File: src/rtl/regfile_param_if.sv
// Register-file bus: read ports, write port and the dump stream handshake.
// master = pipeline/debug side, slave = the register file.
interface regfile_param_if #(
  parameter int unsigned DATA_W = 32,
  parameter int unsigned AW     = 4
);
  logic              rd_en;
  logic [AW-1:0]     ra1;
  logic [AW-1:0]     ra2;
  logic [DATA_W-1:0] rd1;
  logic [DATA_W-1:0] rd2;
  logic              we;
  logic [AW-1:0]     wa;
  logic [DATA_W-1:0] wd;
  logic              dump_req;
  logic              dump_busy;
  logic              dump_valid;
  logic              dump_ready;
  logic [AW-1:0]     dump_addr;
  logic [DATA_W-1:0] dump_data;
  logic              dump_done;

  modport master (
    output rd_en, ra1, ra2, we, wa, wd, dump_req, dump_ready,
    input  rd1, rd2, dump_busy, dump_valid, dump_addr, dump_data, dump_done
  );

  modport slave (
    input  rd_en, ra1, ra2, we, wa, wd, dump_req, dump_ready,
    output rd1, rd2, dump_busy, dump_valid, dump_addr, dump_data, dump_done
  );
endinterface

File: src/rtl/regfile_param.sv
// Parametrised register file: 2 registered read ports, 1 write port, streaming dump engine.
// Define RF_BYPASS_EN for write-first same-cycle forwarding; default is read-first.
module regfile_param #(
  parameter int unsigned DATA_W   = 32,
  parameter int unsigned NUM_REGS = 16,
  parameter int unsigned AW       = $clog2(NUM_REGS),
  parameter int unsigned ZERO_REG = 0
) (
  input logic            clk,
  input logic            rst,
  regfile_param_if.slave bus
);

  typedef enum logic [1:0] {StIdle, StRun, StDone} dump_state_e;

  localparam logic [AW:0]   NumRegsW = (AW+1)'(NUM_REGS);
  localparam logic [AW-1:0] LastAddr = AW'(NUM_REGS - 1);

  logic [DATA_W-1:0] bank_q [NUM_REGS];
  logic [DATA_W-1:0] rd1_q, rd1_d;
  logic [DATA_W-1:0] rd2_q, rd2_d;
  logic              wr_legal;

  dump_state_e       state_q;
  logic              dump_valid_q;
  logic              dump_busy_q;
  logic              dump_done_q;
  logic [AW-1:0]     dump_addr_q;

  // An address maps to real storage: in range and not the hardwired zero register.
  function automatic logic addr_live(input logic [AW-1:0] a);
    return ({1'b0, a} < NumRegsW) && !((ZERO_REG != 0) && (a == '0));
  endfunction

  assign wr_legal = bus.we && addr_live(bus.wa);

  always_ff @(posedge clk or negedge rst) begin
    if (!rst) begin
      for (int i = 0; i < NUM_REGS; i++) begin
        bank_q[i] <= '0;
      end
    end else if (wr_legal) begin
      bank_q[bus.wa] <= bus.wd;
    end
  end

  always_comb begin
    rd1_d = rd1_q;
    rd2_d = rd2_q;
    if (bus.rd_en) begin
      rd1_d = addr_live(bus.ra1) ? bank_q[bus.ra1] : '0;
      rd2_d = addr_live(bus.ra2) ? bank_q[bus.ra2] : '0;
`ifdef RF_BYPASS_EN
      if (wr_legal && (bus.wa == bus.ra1)) rd1_d = bus.wd;
      if (wr_legal && (bus.wa == bus.ra2)) rd2_d = bus.wd;
`endif
    end
  end

  always_ff @(posedge clk or negedge rst) begin
    if (!rst) begin
      rd1_q <= '0;
      rd2_q <= '0;
    end else begin
      rd1_q <= rd1_d;
      rd2_q <= rd2_d;
    end
  end

  always_ff @(posedge clk or negedge rst) begin
    if (!rst) begin
      state_q      <= StIdle;
      dump_valid_q <= 1'b0;
      dump_busy_q  <= 1'b0;
      dump_done_q  <= 1'b0;
      dump_addr_q  <= '0;
    end else begin
      dump_done_q <= 1'b0;
      case (state_q)
        StIdle: begin
          if (bus.dump_req) begin
            state_q      <= StRun;
            dump_valid_q <= 1'b1;
            dump_busy_q  <= 1'b1;
            dump_addr_q  <= '0;
          end
        end
        StRun: begin
          if (dump_valid_q && bus.dump_ready) begin
            if (dump_addr_q == LastAddr) begin
              state_q      <= StDone;
              dump_valid_q <= 1'b0;
              dump_done_q  <= 1'b1;
            end else begin
              dump_addr_q <= dump_addr_q + AW'(1);
            end
          end
        end
        StDone: begin
          state_q     <= StIdle;
          dump_busy_q <= 1'b0;
          dump_addr_q <= '0;
        end
        default: begin
          state_q      <= StIdle;
          dump_valid_q <= 1'b0;
          dump_busy_q  <= 1'b0;
          dump_addr_q  <= '0;
        end
      endcase
    end
  end

  // Live view of the bank: a write to the stalled entry shows up before acceptance.
  assign bus.dump_data  = addr_live(dump_addr_q) ? bank_q[dump_addr_q] : '0;
  assign bus.dump_addr  = dump_addr_q;
  assign bus.dump_valid = dump_valid_q;
  assign bus.dump_busy  = dump_busy_q;
  assign bus.dump_done  = dump_done_q;
  assign bus.rd1        = rd1_q;
  assign bus.rd2        = rd2_q;

  a_done_framed: assert property (@(posedge clk) disable iff (!rst)
    dump_done_q |-> (dump_busy_q && !dump_valid_q));

endmodule

File: src/flat_wrapper.sv
// flat-port wrapper written by rule: the top's interface ports become plain ports
module regfile_param_flat 
#(
  parameter int unsigned DATA_W   = 32,
  parameter int unsigned NUM_REGS = 16,
  parameter int unsigned AW       = $clog2(NUM_REGS),
  parameter int unsigned ZERO_REG = 0
)
  (clk, rst, bus_rd_en, bus_ra1, bus_ra2, bus_we, bus_wa, bus_wd, bus_dump_req, bus_dump_ready, bus_rd1, bus_rd2, bus_dump_busy, bus_dump_valid, bus_dump_addr, bus_dump_data, bus_dump_done);
  regfile_param_if #(.DATA_W(DATA_W), .AW(AW)) bus_i ();
  input logic clk;
  input logic rst;
  input wire logic [$bits(bus_i.rd_en)-1:0] bus_rd_en;
  input wire logic [$bits(bus_i.ra1)-1:0] bus_ra1;
  input wire logic [$bits(bus_i.ra2)-1:0] bus_ra2;
  input wire logic [$bits(bus_i.we)-1:0] bus_we;
  input wire logic [$bits(bus_i.wa)-1:0] bus_wa;
  input wire logic [$bits(bus_i.wd)-1:0] bus_wd;
  input wire logic [$bits(bus_i.dump_req)-1:0] bus_dump_req;
  input wire logic [$bits(bus_i.dump_ready)-1:0] bus_dump_ready;
  output wire logic [$bits(bus_i.rd1)-1:0] bus_rd1;
  output wire logic [$bits(bus_i.rd2)-1:0] bus_rd2;
  output wire logic [$bits(bus_i.dump_busy)-1:0] bus_dump_busy;
  output wire logic [$bits(bus_i.dump_valid)-1:0] bus_dump_valid;
  output wire logic [$bits(bus_i.dump_addr)-1:0] bus_dump_addr;
  output wire logic [$bits(bus_i.dump_data)-1:0] bus_dump_data;
  output wire logic [$bits(bus_i.dump_done)-1:0] bus_dump_done;
  assign bus_i.rd_en = bus_rd_en;
  assign bus_i.ra1 = bus_ra1;
  assign bus_i.ra2 = bus_ra2;
  assign bus_i.we = bus_we;
  assign bus_i.wa = bus_wa;
  assign bus_i.wd = bus_wd;
  assign bus_i.dump_req = bus_dump_req;
  assign bus_i.dump_ready = bus_dump_ready;
  assign bus_rd1 = bus_i.rd1;
  assign bus_rd2 = bus_i.rd2;
  assign bus_dump_busy = bus_i.dump_busy;
  assign bus_dump_valid = bus_i.dump_valid;
  assign bus_dump_addr = bus_i.dump_addr;
  assign bus_dump_data = bus_i.dump_data;
  assign bus_dump_done = bus_i.dump_done;
  regfile_param #(.DATA_W(DATA_W), .NUM_REGS(NUM_REGS), .AW(AW), .ZERO_REG(ZERO_REG)) u_core (.clk(clk), .rst(rst), .bus(bus_i));
endmodule
File: config.mk
export PLATFORM = sky130hd
export DESIGN_NAME = regfile_param_flat
export DESIGN_NICKNAME = d
export VERILOG_FILES = /design/src/rtl/regfile_param_if.sv /design/src/rtl/regfile_param.sv /design/src/flat_wrapper.sv
export SDC_FILE = /design/constraint.sdc
export NUM_CORES = 1
export LEC_CHECK = 0
export CAP_MARGIN = 30
export CORE_MARGIN = 5
export CORE_UTILIZATION = 30
export CTS_CLUSTER_DIAMETER = 30
export DETAILED_ROUTE_END_ITERATION = 8
export PLACE_DENSITY_LB_ADDON = 0.05
export SETUP_SLACK_MARGIN = 0.4
export SYNTH_ARGS = -nofsm -noshare
export SYNTH_HDL_FRONTEND = slang
export SYNTH_SLANG_ARGS = --single-unit
File: constraint.sdc
create_clock -name clk -period 2.7 [get_ports clk]
set_input_delay 0.675 -clock clk [delete_from_list [all_inputs] [get_ports clk]]
set_output_delay 0.675 -clock clk [all_outputs]
set_load 0.005 [all_outputs]
==> impl_metrics.yaml <==
outcome:
  status: "complete, but fails checks"
  violations: "negative setup slack"
place:
  dp_slack_ps: -298.5
  port_buffers: 152
  hpwlAfterDp_um: 78890
  dp_cells: 3730
  place.gp.congestion: 0.7708
yosys:
  ys_types: 34
  syn_inst: 2121
  synth.largest_area_cell: "dfrtp_1"
  synthFlopType: "dfrtp_1"
  yosys_warnings: 0
  synth_async_sr_flop_share_pct: 100.0
  synth_nets: 2172
  ys_seq_area_share_pct: 44.04
  synth_edf_count: 0
  yosysMostFrequentCell: "dfrtp_1"
  synth.avg_cell_area_sq_um: 15.67
  syn_area_sq_um: 33240
  ys_ff_latch: 585
  netlist_top_cells_count: "dfrtp_1 (585), mux2_2 (435), mux4_2 (384)"
  netlist.area_leader.share_pct: 44.04
  synth.area.top_cells: "dfrtp_1 (44%), mux4_2 (26%), mux2_2 (15%)"
cells_and_area:
  final_cells: 4136
  regArea_sq_um: 14670
  finalNetCount: 2546
  drive_above_1_share_pct: 56.58
  multiInputGateArea_sq_um: 17820
  fillers: 9989
  area_delta_synth_final_pct: 37.34
floorplan:
  rows: 122
  die_area_sq_um: 117500
  core_area_sq_um: 110400
  die_h_um: 342.9
  io_pins: 153
  start_util_pct: 30.12
  die_x_um: 342.9
setup_path:
  criticalPathCategory: "flop to primary output"
  path_max_fanout: 5
  rr_endpoint: "u_core.bus.dump_addr[1]$_DFFE_PN0P_"
  crit_slowest_cell: "dfrtp_4"
  cp-end-kind: "primary output"
  crit_start: "u_core.bus.dump_addr[0]$_DFFE_PN0P_"
  rrSetupSlack_ps: 420
  crit_required_ps: 2030
  crit_arrival_ps: 2740
  cp_cell_sequence: "buf_12 > buf_12 > buf_16 > buf_12 > mux4_2 > mux2i_2 > mux2i_2 > buf_2"
  cp_common_cell: "buf_12"
  path_buf_inv: 5
  crit_family: "multiplexers"
  crit_path_end: "bus_dump_data[30]"
  crit-reg2reg-launch: "u_core.bus.dump_addr[0]$_DFFE_PN0P_"
  worstRegToRegCells: 10
  worstSetupStartpointType: "flop"
  path_depth: 8
  cpPeakStageDelay_ps: 500
global_routing:
  grt_max_degree: 89
  grt_pass1_wl_um: 184900
  grt_usage_pct: 21.61
  grt_overflow: 0
  grt_pass1_vias: 25070
  antenna_found_initial: 7
sta:
  maxSlewViolCount: 0
  rsz0062_at_grt: "true"
  fin_crit_ps: 3419
  hold_violations: 0
  slew_headroom_pct: 51.33
  whs_ps: 261.4
  setup_ws_ps: -718.8
  worst_slew_pin_slew_ps: 727.7
  setup_viol: 32
  skew_ps: 20.59
  period_share_pct: 126.6
  setup_tns_ps: -18220
  clock.fmax_mhz: 292.5
route:
  firstDrtPassIters: 5
  wirelength_met1_um: 59000
  viasPerCell: 5.560
  ant_nets: 0
  vias: 23000
  wl_per_cell_um: 30.69
  met3_length_um: 6616
  drt-total-wl_um: 126900
  wl_met2_um: 58890
  highest_layer: "met5"
  drtIter0Drc: 1730
  drc: 0
clock_network:
  clk-insertion-delay-late_ps: 740
  cts_buffers: 177
  cts.sinks: 585
  cts_htree_levels: 4
  clock_path_buffers: 3
  cts_root_buf: "clkbuf_16"
  path_clk_slew_ps: 40
  cts_tree: "yes"
power:
  max-vdd-ir-drop_mv: 0.5801
  power_frac_seq_pct: 26.6
  clockPowerShare_pct: 43.4
  leakagePower_nw: 18.64
  power_switching_share_pct: 28.57
  switchingPower_mw: 14.11
  combPwrFrac_pct: 30.0
  p_per_area_nw_per_um2: 1082
  intPower_mw: 35.28
  power.total_mw: 49.38
flow_run:
  drv_cap: 0
worst_hold_path:
  min_path_type: "primary input to flop"
flip-flops by register name, summed over array words and instances, names as in the netlist:
register               count
u_core.bus.dump_addr       4
u_core.bus.rd1            32
u_core.bus.dump_busy       1
u_core.bank_q            512
u_core.bus.rd2            32
u_core.state_q             2
u_core.bus.dump_done       1
u_core.bus.dump_valid      1
worst min-delay path by stage:
stage,start,to,depth (start not counted)
4_1_cts,bus_rd_en,u_core.bus.rd1[20]$_DFFE_PN0P_,2
3_3_place_gp,u_core.bus.dump_busy$_DFFE_PN0P_,u_core.bus.dump_busy$_DFFE_PN0P_,2
6_report,bus_rd_en,u_core.bus.rd1[18]$_DFFE_PN0P_,2
3_5_place_dp,u_core.bus.dump_busy$_DFFE_PN0P_,u_core.bus.dump_busy$_DFFE_PN0P_,2
2_1_floorplan,rst,u_core.bank_q[0]$_DFFE_PN0P_,0
5_1_grt,bus_rd_en,u_core.bus.rd2[20]$_DFFE_PN0P_,2
logic make-up (layout without fill, tap and decap cells):
kind of cell	count (synthesis)	after routing	share of synthesized area [%]
mux	1056	1056	48.19
flops	585	585	44.04
buf+inv	228	751	3.087
compound gates	141	141	3.136
simple gates	110	110	1.510
fa+ha+maj	1	1	0.03764
other cells	0	4	0
per-stage QoR:
stage               util [%]  cell area, sq um
detailed placement     34.73             38330
CTS                    41.08             45340
finish                 41.36             45650
global route           41.35             45640
floorplan                  -             33280
global placement       34.73             38330
power by group through the flow:
| stage | Clock, mW | Combinational [mW] | Sequential, mW |
|---|---|---|---|
| final | 21.4 | 14.8 | 13.1 |
| after global routing | 22.3 | 15.8 | 13.4 |
| after CTS | 21.8 | 14.5 | 13.1 |
| after detailed placement | 0 | 13.2 | 13.3 |
| after global placement | 0 | 13.1 | 13.2 |
| after floorplan | 0 | 8.64 | 12.2 |
cell type report:
type / count / area share (%)
repair buffers: 420 / 11.01
inverters: 3 / 0.02467
clock buffers: 243 / 11.18
clock inverters: 85 / 2.511
multi-input cells: 1308 / 39.05
flip-flops and latches: 585 / 32.13
well taps: 1488 / 4.079
diodes: 4 / 0.02193
metal layers:
layer,vias up,global-route usage [%]
met5,-,0
met4,2,5.622
met3,188,4.612
met2,736,33.55
met1,12680,30.97
li1,9385,-
repair_timing:
action | CTS | global route
hold buffers | 1 | 0
cloned | 7 | 0
gates resized for setup | 306 | 38
setup endpoints to repair | 102 | 37
setup buffers | 48 | 18
hold endpoints to repair | 32 | 0
pin swaps | 0 | 2
layout by cell type, fill, tap and decap left out, drive strengths merged, types with 9 or more instances in the layout:
cell type      Yosys  routed
clkbuf            99     245
nor2              71      71
a221oi            64      64
bufinv             0      24
clkdlybuf4s50      0      42
clkinv             0      47
dlygate4sd2        0      66
dfrtp            585     585
o22ai             64      64
mux2i            160     160
buf              126     308
clkinvlp           0       9
mux4             384     384
mux2             512     512
Power figures use the tool's default switching activity.
